File: src/rtl/aes_key_sch_arbiter.sv
`default_nettype none
// +----------------------------------------------------------------------------+
// | aes_key_sch_arbiter                                                        |
// | Round-robin share of one AES-256 key schedule between the XTS data key and |
// | tweak key; streams registered, step-tagged round-key groups to the owner.  |
// | Revision: 1.0                                                              |
// +----------------------------------------------------------------------------+
module aes_key_sch_arbiter #(
   parameter int NUM_STEPS = 8,
   parameter int STEP_W    = 3,
   parameter int WAIT_MAX  = 2
) (
   input  logic              inClk,
   input  logic              inRstN,
   input  logic [1:0]        inReq,
   input  logic [255:0]      inKey0,
   input  logic [255:0]      inKey1,
   output logic [1:0]        outGnt,
   output logic              outKeySchWr,
   output logic [255:0]      outKeySchKey,
   input  logic              inKeySchBusy,
   input  logic [255:0]      inKeySchRoundKey,
   output logic [255:0]      outRoundKey,
   output logic              outRoundKeyValid,
   output logic [STEP_W-1:0] outStep,
   output logic              outOwner,
   output logic [1:0]        outDone,
   output logic              outErr
);

   // One extra bit so the counter can express "all groups already forwarded".
   localparam int CNT_W  = STEP_W + 1;
   localparam int WAIT_W = (WAIT_MAX < 2) ? 1 : $clog2(WAIT_MAX + 1);

   typedef enum logic [2:0] {
      S_IDLE   = 3'd0,
      S_LOAD   = 3'd1,
      S_WAIT   = 3'd2,
      S_STREAM = 3'd3,
      S_DONE   = 3'd4
   } state_t;

   state_t              state_q,   state_d;
   logic                owner_q,   owner_d;
   logic                last_q,    last_d;
   logic [CNT_W-1:0]    step_q,    step_d;
   logic [WAIT_W-1:0]   wait_q,    wait_d;
   logic [255:0]        rk_q,      rk_d;
   logic [STEP_W-1:0]   rkStep_q,  rkStep_d;
   logic                rkVld_q,   rkVld_d;

   always_ff @(posedge inClk or negedge inRstN) begin
      if (!inRstN) begin
         state_q  <= S_IDLE;
         owner_q  <= 1'b0;
         last_q   <= 1'b1;
         step_q   <= '0;
         wait_q   <= '0;
         rk_q     <= '0;
         rkStep_q <= '0;
         rkVld_q  <= 1'b0;
      end else begin
         state_q  <= state_d;
         owner_q  <= owner_d;
         last_q   <= last_d;
         step_q   <= step_d;
         wait_q   <= wait_d;
         rk_q     <= rk_d;
         rkStep_q <= rkStep_d;
         rkVld_q  <= rkVld_d;
      end
   end

   always_comb begin
      state_d      = state_q;
      owner_d      = owner_q;
      last_d       = last_q;
      step_d       = step_q;
      wait_d       = wait_q;
      rk_d         = rk_q;
      rkStep_d     = rkStep_q;
      rkVld_d      = 1'b0;
      outGnt       = 2'b00;
      outKeySchWr  = 1'b0;
      outKeySchKey = '0;
      outDone      = 2'b00;
      outErr       = 1'b0;

      if (state_q != S_IDLE) begin
         outGnt = owner_q ? 2'b10 : 2'b01;
      end

      case (state_q)
         S_IDLE: begin
            // On contention the requester that was not served last wins.
            if (inReq != 2'b00) begin
               owner_d = (inReq == 2'b11) ? ~last_q : inReq[1];
               state_d = S_LOAD;
            end
         end
         S_LOAD: begin
            outKeySchWr  = 1'b1;
            outKeySchKey = owner_q ? inKey1 : inKey0;
            step_d       = '0;
            wait_d       = '0;
            state_d      = S_WAIT;
         end
         S_WAIT: begin
            if (inKeySchBusy) begin
               rk_d     = inKeySchRoundKey;
               rkStep_d = '0;
               rkVld_d  = 1'b1;
               step_d   = CNT_W'(1);
               state_d  = S_STREAM;
            end else if (wait_q == WAIT_W'(WAIT_MAX - 1)) begin
               outErr  = 1'b1;
               state_d = S_DONE;
            end else begin
               wait_d = wait_q + WAIT_W'(1);
            end
         end
         S_STREAM: begin
            if (!inKeySchBusy) begin
               state_d = S_DONE;
            end else if (step_q == CNT_W'(NUM_STEPS)) begin
               outErr  = 1'b1;
               state_d = S_DONE;
            end else begin
               rk_d     = inKeySchRoundKey;
               rkStep_d = step_q[STEP_W-1:0];
               rkVld_d  = 1'b1;
               step_d   = step_q + CNT_W'(1);
            end
         end
         S_DONE: begin
            outDone = owner_q ? 2'b10 : 2'b01;
            last_d  = owner_q;
            state_d = S_IDLE;
         end
         default: begin
            state_d = S_IDLE;
         end
      endcase
   end

   assign outRoundKey      = rk_q;
   assign outRoundKeyValid = rkVld_q;
   assign outStep          = rkStep_q;
   assign outOwner         = owner_q;

endmodule
`default_nettype wire

File: config.mk
export PLATFORM = sky130hd
export DESIGN_NAME = aes_key_sch_arbiter
export DESIGN_NICKNAME = d
export VERILOG_FILES = /design/src/rtl/aes_key_sch_arbiter.sv
export SDC_FILE = /design/constraint.sdc
export NUM_CORES = 1
export LEC_CHECK = 0
export CORE_AREA = 2 2 509 511
export CTS_BUF_LIST = sky130_fd_sc_hd__clkbuf_16
export CTS_CLUSTER_DIAMETER = 100
export DETAILED_ROUTE_END_ITERATION = 12
export DIE_AREA = 0 0 511 513
export PLACE_DENSITY = 0.3
export SKIP_CTS_REPAIR_TIMING = 1
export SKIP_LAST_GASP = 1
export SLEW_MARGIN = 10
export SYNTH_ARGS = -nofsm -noshare
export SYNTH_HDL_FRONTEND = slang
export SYNTH_SLANG_ARGS = --single-unit
File: constraint.sdc
create_clock -name inClk -period 2.6 [get_ports inClk]
set_input_delay 0.52 -clock inClk [delete_from_list [all_inputs] [get_ports inClk]]
set_output_delay 0.52 -clock inClk [all_outputs]
set_load 0.02 [all_outputs]
==> results_dict.tcl <==
set metrics [dict create \
    cap_violations 0 \
    net-switching-power_mw 18.9 \
    floorplan.die.height_um 513 \
    cts_made_buffers 41 \
    yosys.area.top_type_share_pct 44.5 \
    cts-htree-levels 2 \
    final_period_minus_worst_setup_slack_ps 2900 \
    placedInstanceArea_sq_mm 0.0335 \
    layout.cells.most_common "sky130_fd_sc_hd__clkdlybuf4s50_1" \
    place_inst 5896 \
    pwr_density_cell_mw_per_mm2 1170 \
    clock_power_share_pct 13.1 \
    critical_path_buffers_and_inverters 5 \
    final-max-slew-violation-count 0 \
    wirelength_um 166000 \
    syn-cell-area_sq_mm 0.0152 \
    detailedPlace.worstSlack_ps -92.2 \
    gr-total-overflow 0 \
    cts_root_buffer "sky130_fd_sc_hd__clkbuf_16" \
    setup.worst_path.class "reg -> out" \
    setup_viol 250 \
    design.final.nets 3362 \
    violations "negative setup slack" \
    holdWs_ps 450 \
    data_arrival_time_at_the_worst_slack_endpoint_ps 2380 \
    ys_warn_count 0 \
    pwr-share-seq_pct 18.7 \
    cts_num_sinks 271 \
    crit_path_max_incr_delay_ps 500 \
    drt-pass1-iter-count 5 \
    ir_drop_mv 0.467 \
    first_iter_violations 582 \
    horiz_die_dim_um 511 \
    synth_cells 1200 \
    layout-area-overhead-vs-synth_pct 137 \
    route.top_layer_used "met5" \
    reg2reg_slack_ps 240 \
    post_layout_nonfiller_instances 6024 \
    seq_area_frac_synth_pct 44.7 \
    timing.critical_path.from_type "flip-flop" \
    layout_worst_path_cycle_share_pct 112 \
    worstPathRequired_ps 2080 \
    drt-vias-per-instance 2.65 \
    share_comb_of_total_power_pct 68.2 \
    max-clock-path-buffers 3 \
    final.setup.worst_slack_ps -300 \
    cpMostUsedCell "sky130_fd_sc_hd__buf_12" \
    dr_wl_met3_um 24300 \
    maximum_number_of_pins_on_one_net_before_global_route_repair 57 \
    io-pin-count 1296 \
    skew_ps 30.7 \
    final.setup.tns_ps -38890 \
    fp_rows 186 \
    layout.cells.most_common_list "1,026 x sky130_fd_sc_hd__clkdlybuf4s50_1, 269 x sky130_fd_sc_hd__dfrtp_1, 251 x sky130_fd_sc_hd__mux2i_1" \
    first_global_vias 16492 \
    reg2reg_depth 8 \
    achievable-frequency_ghz 0.345 \
    ys.flop_type "sky130_fd_sc_hd__dfrtp_1" \
    post_synth.cell_area_avg_sq_um 12.6 \
    worst_setup_hold_path_clk_slew_ps 50 \
    hold_path_class "in -> async" \
    clkLatencyLatePin_ps 610 \
    final_antenna_net_count 0 \
    critical_path_peak_fanout 10 \
    worst_r2r_startpoint "step_q[1]" \
    post_synth_edffs 0 \
    synthArstFlopShare_pct 100 \
    yosys.area.top_type "sky130_fd_sc_hd__dfrtp_1" \
    routed_wire_length_per_instance_um 27.5 \
    wl_met1_um 59100 \
    ys_ff_latch 271 \
    post_route_cells_drive_above_1_share_pct 29.1 \
    cp_top_family "buffers and inverters" \
    power.share.switching_pct 44.8 \
    post-route-drc-count 0 \
    synth_nets 1976 \
    tightestPinTransition_ps 708 \
    critical_path.reg2reg.endpoint "outRoundKey[44]" \
    timing_hold_violations_final 0 \
    critPathSlowestCell "sky130_fd_sc_hd__or3b_4" \
    die_area_sq_mm 0.262 \
    placeableCoreArea_sq_mm 0.256 \
    dp_hpwl_um 148000 \
    initial_utilization_pct 5.92 \
    synth_area_leaders "sky130_fd_sc_hd__dfrtp_1 45%, sky130_fd_sc_hd__mux2_4 20%, sky130_fd_sc_hd__mux2i_1 17%" \
    endpoint_kind "primary output" \
    status "finished with violations" \
    finalCoreUtilization_pct 14.0 \
    max_slew_margin_pct 52.6 \
    p_leak_nw 15.4 \
    synth.distinct_cells 37 \
    tritoncts "built" \
    routed_via_count 15935 \
    gp_congestion 0.888 \
    internal_power_mw 23.3 \
    number_of_antenna_violations_at_the_first_check_in_global_routing 145 \
    met2RoutedLength_um 78300 \
    grt_pass1_wl_um 201000 \
    power_total_mw 42.2 \
    postLayoutCellArea_sq_mm 0.0360 \
    place.port_buffers 1295 \
    crit_chain "or3b_4, buf_12, buf_16, clkbuf_16, nor2_4, buf_4, buf_12" \
    rsz_0062_raised_after_global_routing "true" \
    grt.total_usage_pct 12.0 \
]
## how the worst max path moves through the flow
stage / slack, ps / startpoint / to / cells past startpoint
3_5_place_dp: -90 / inKey0[211] / outKeySchKey[211] / 4
5_1_grt: -400 / state_q[2] / outKeySchKey[105] / 7
3_3_place_gp: -100 / inKey0[211] / outKeySchKey[211] / 4
4_1_cts: -720 / state_q[1] / outKeySchKey[211] / 5
2_1_floorplan: 370 / state_q[1] / outKeySchKey[100] / 6
6_report: -300 / state_q[2] / outKeySchKey[105] / 7
## cell usage after synthesis (2+ instances only)
cell type / instances
sky130_fd_sc_hd__nand2_1: 9
sky130_fd_sc_hd__nand2b_1: 3
sky130_fd_sc_hd__buf_2: 28
sky130_fd_sc_hd__buf_6: 5
sky130_fd_sc_hd__and3_1: 2
sky130_fd_sc_hd__a22o_1: 3
sky130_fd_sc_hd__and3b_1: 2
sky130_fd_sc_hd__inv_1: 6
sky130_fd_sc_hd__buf_12: 22
sky130_fd_sc_hd__mux2_2: 56
sky130_fd_sc_hd__a311o_1: 2
sky130_fd_sc_hd__nand4_1: 2
sky130_fd_sc_hd__ha_1: 3
sky130_fd_sc_hd__mux2i_1: 259
sky130_fd_sc_hd__nand3b_1: 3
sky130_fd_sc_hd__clkbuf_1: 21
sky130_fd_sc_hd__buf_4: 2
sky130_fd_sc_hd__mux2_4: 200
sky130_fd_sc_hd__a32o_1: 2
sky130_fd_sc_hd__buf_1: 14
sky130_fd_sc_hd__nand3_1: 7
sky130_fd_sc_hd__dfrtp_1: 270
sky130_fd_sc_hd__o21ai_0: 3
sky130_fd_sc_hd__nor2_1: 261
sky130_fd_sc_hd__a21oi_1: 3
## kinds of logic after synthesis
logic type | share of synthesized area [%]
multiplexers | 41.0
AND/OR/NAND/NOR | 7.68
flip-flops | 44.7
buffers and inverters | 5.37
AO/OA/AOI/OAI | 0.891
adder cells (fa/ha/maj) | 0.247
XOR/XNOR | 0.0577
## power groups by stage
stage                     logic (mW)  clock network [mW]  registers [mW]
after global routing            30.5                5.95            8.20
after CTS                       27.8                5.84            7.96
after global placement          27.8                   0            7.99
final                           28.8                5.53            7.87
after floorplan                 9.80                   0            10.1
after detailed placement        27.7                   0            8.00
## registers in the layout (all words and copies together) (netlist names)
register,flops
outOwner,1
outRoundKeyValid,1
state_q,3
step_q,4
outRoundKey,256
outStep,3
wait_q,2
last_q,1
## layer usage
metal	GRT usage (%)	up-vias
met5	0	-
met4	1.59	66
met3	8.19	293
met2	20.4	984
met1	12.4	7586
li1	-	7006
## final cells by class
type | instances | area [sq um]
Antenna cell | 22 | 55.1
Clock buffer | 42 | 1050
Clock inverter | 33 | 256
Fill cell | 28826 | 220000
Inverter | 7 | 52.6
Multi-Input combinational cell | 830 | 8150
Sequential cell | 271 | 6790
Tap cell | 3384 | 4230
Timing Repair Buffer | 1435 | 15400
Note: power is estimated with default switching activity, not from simulation.
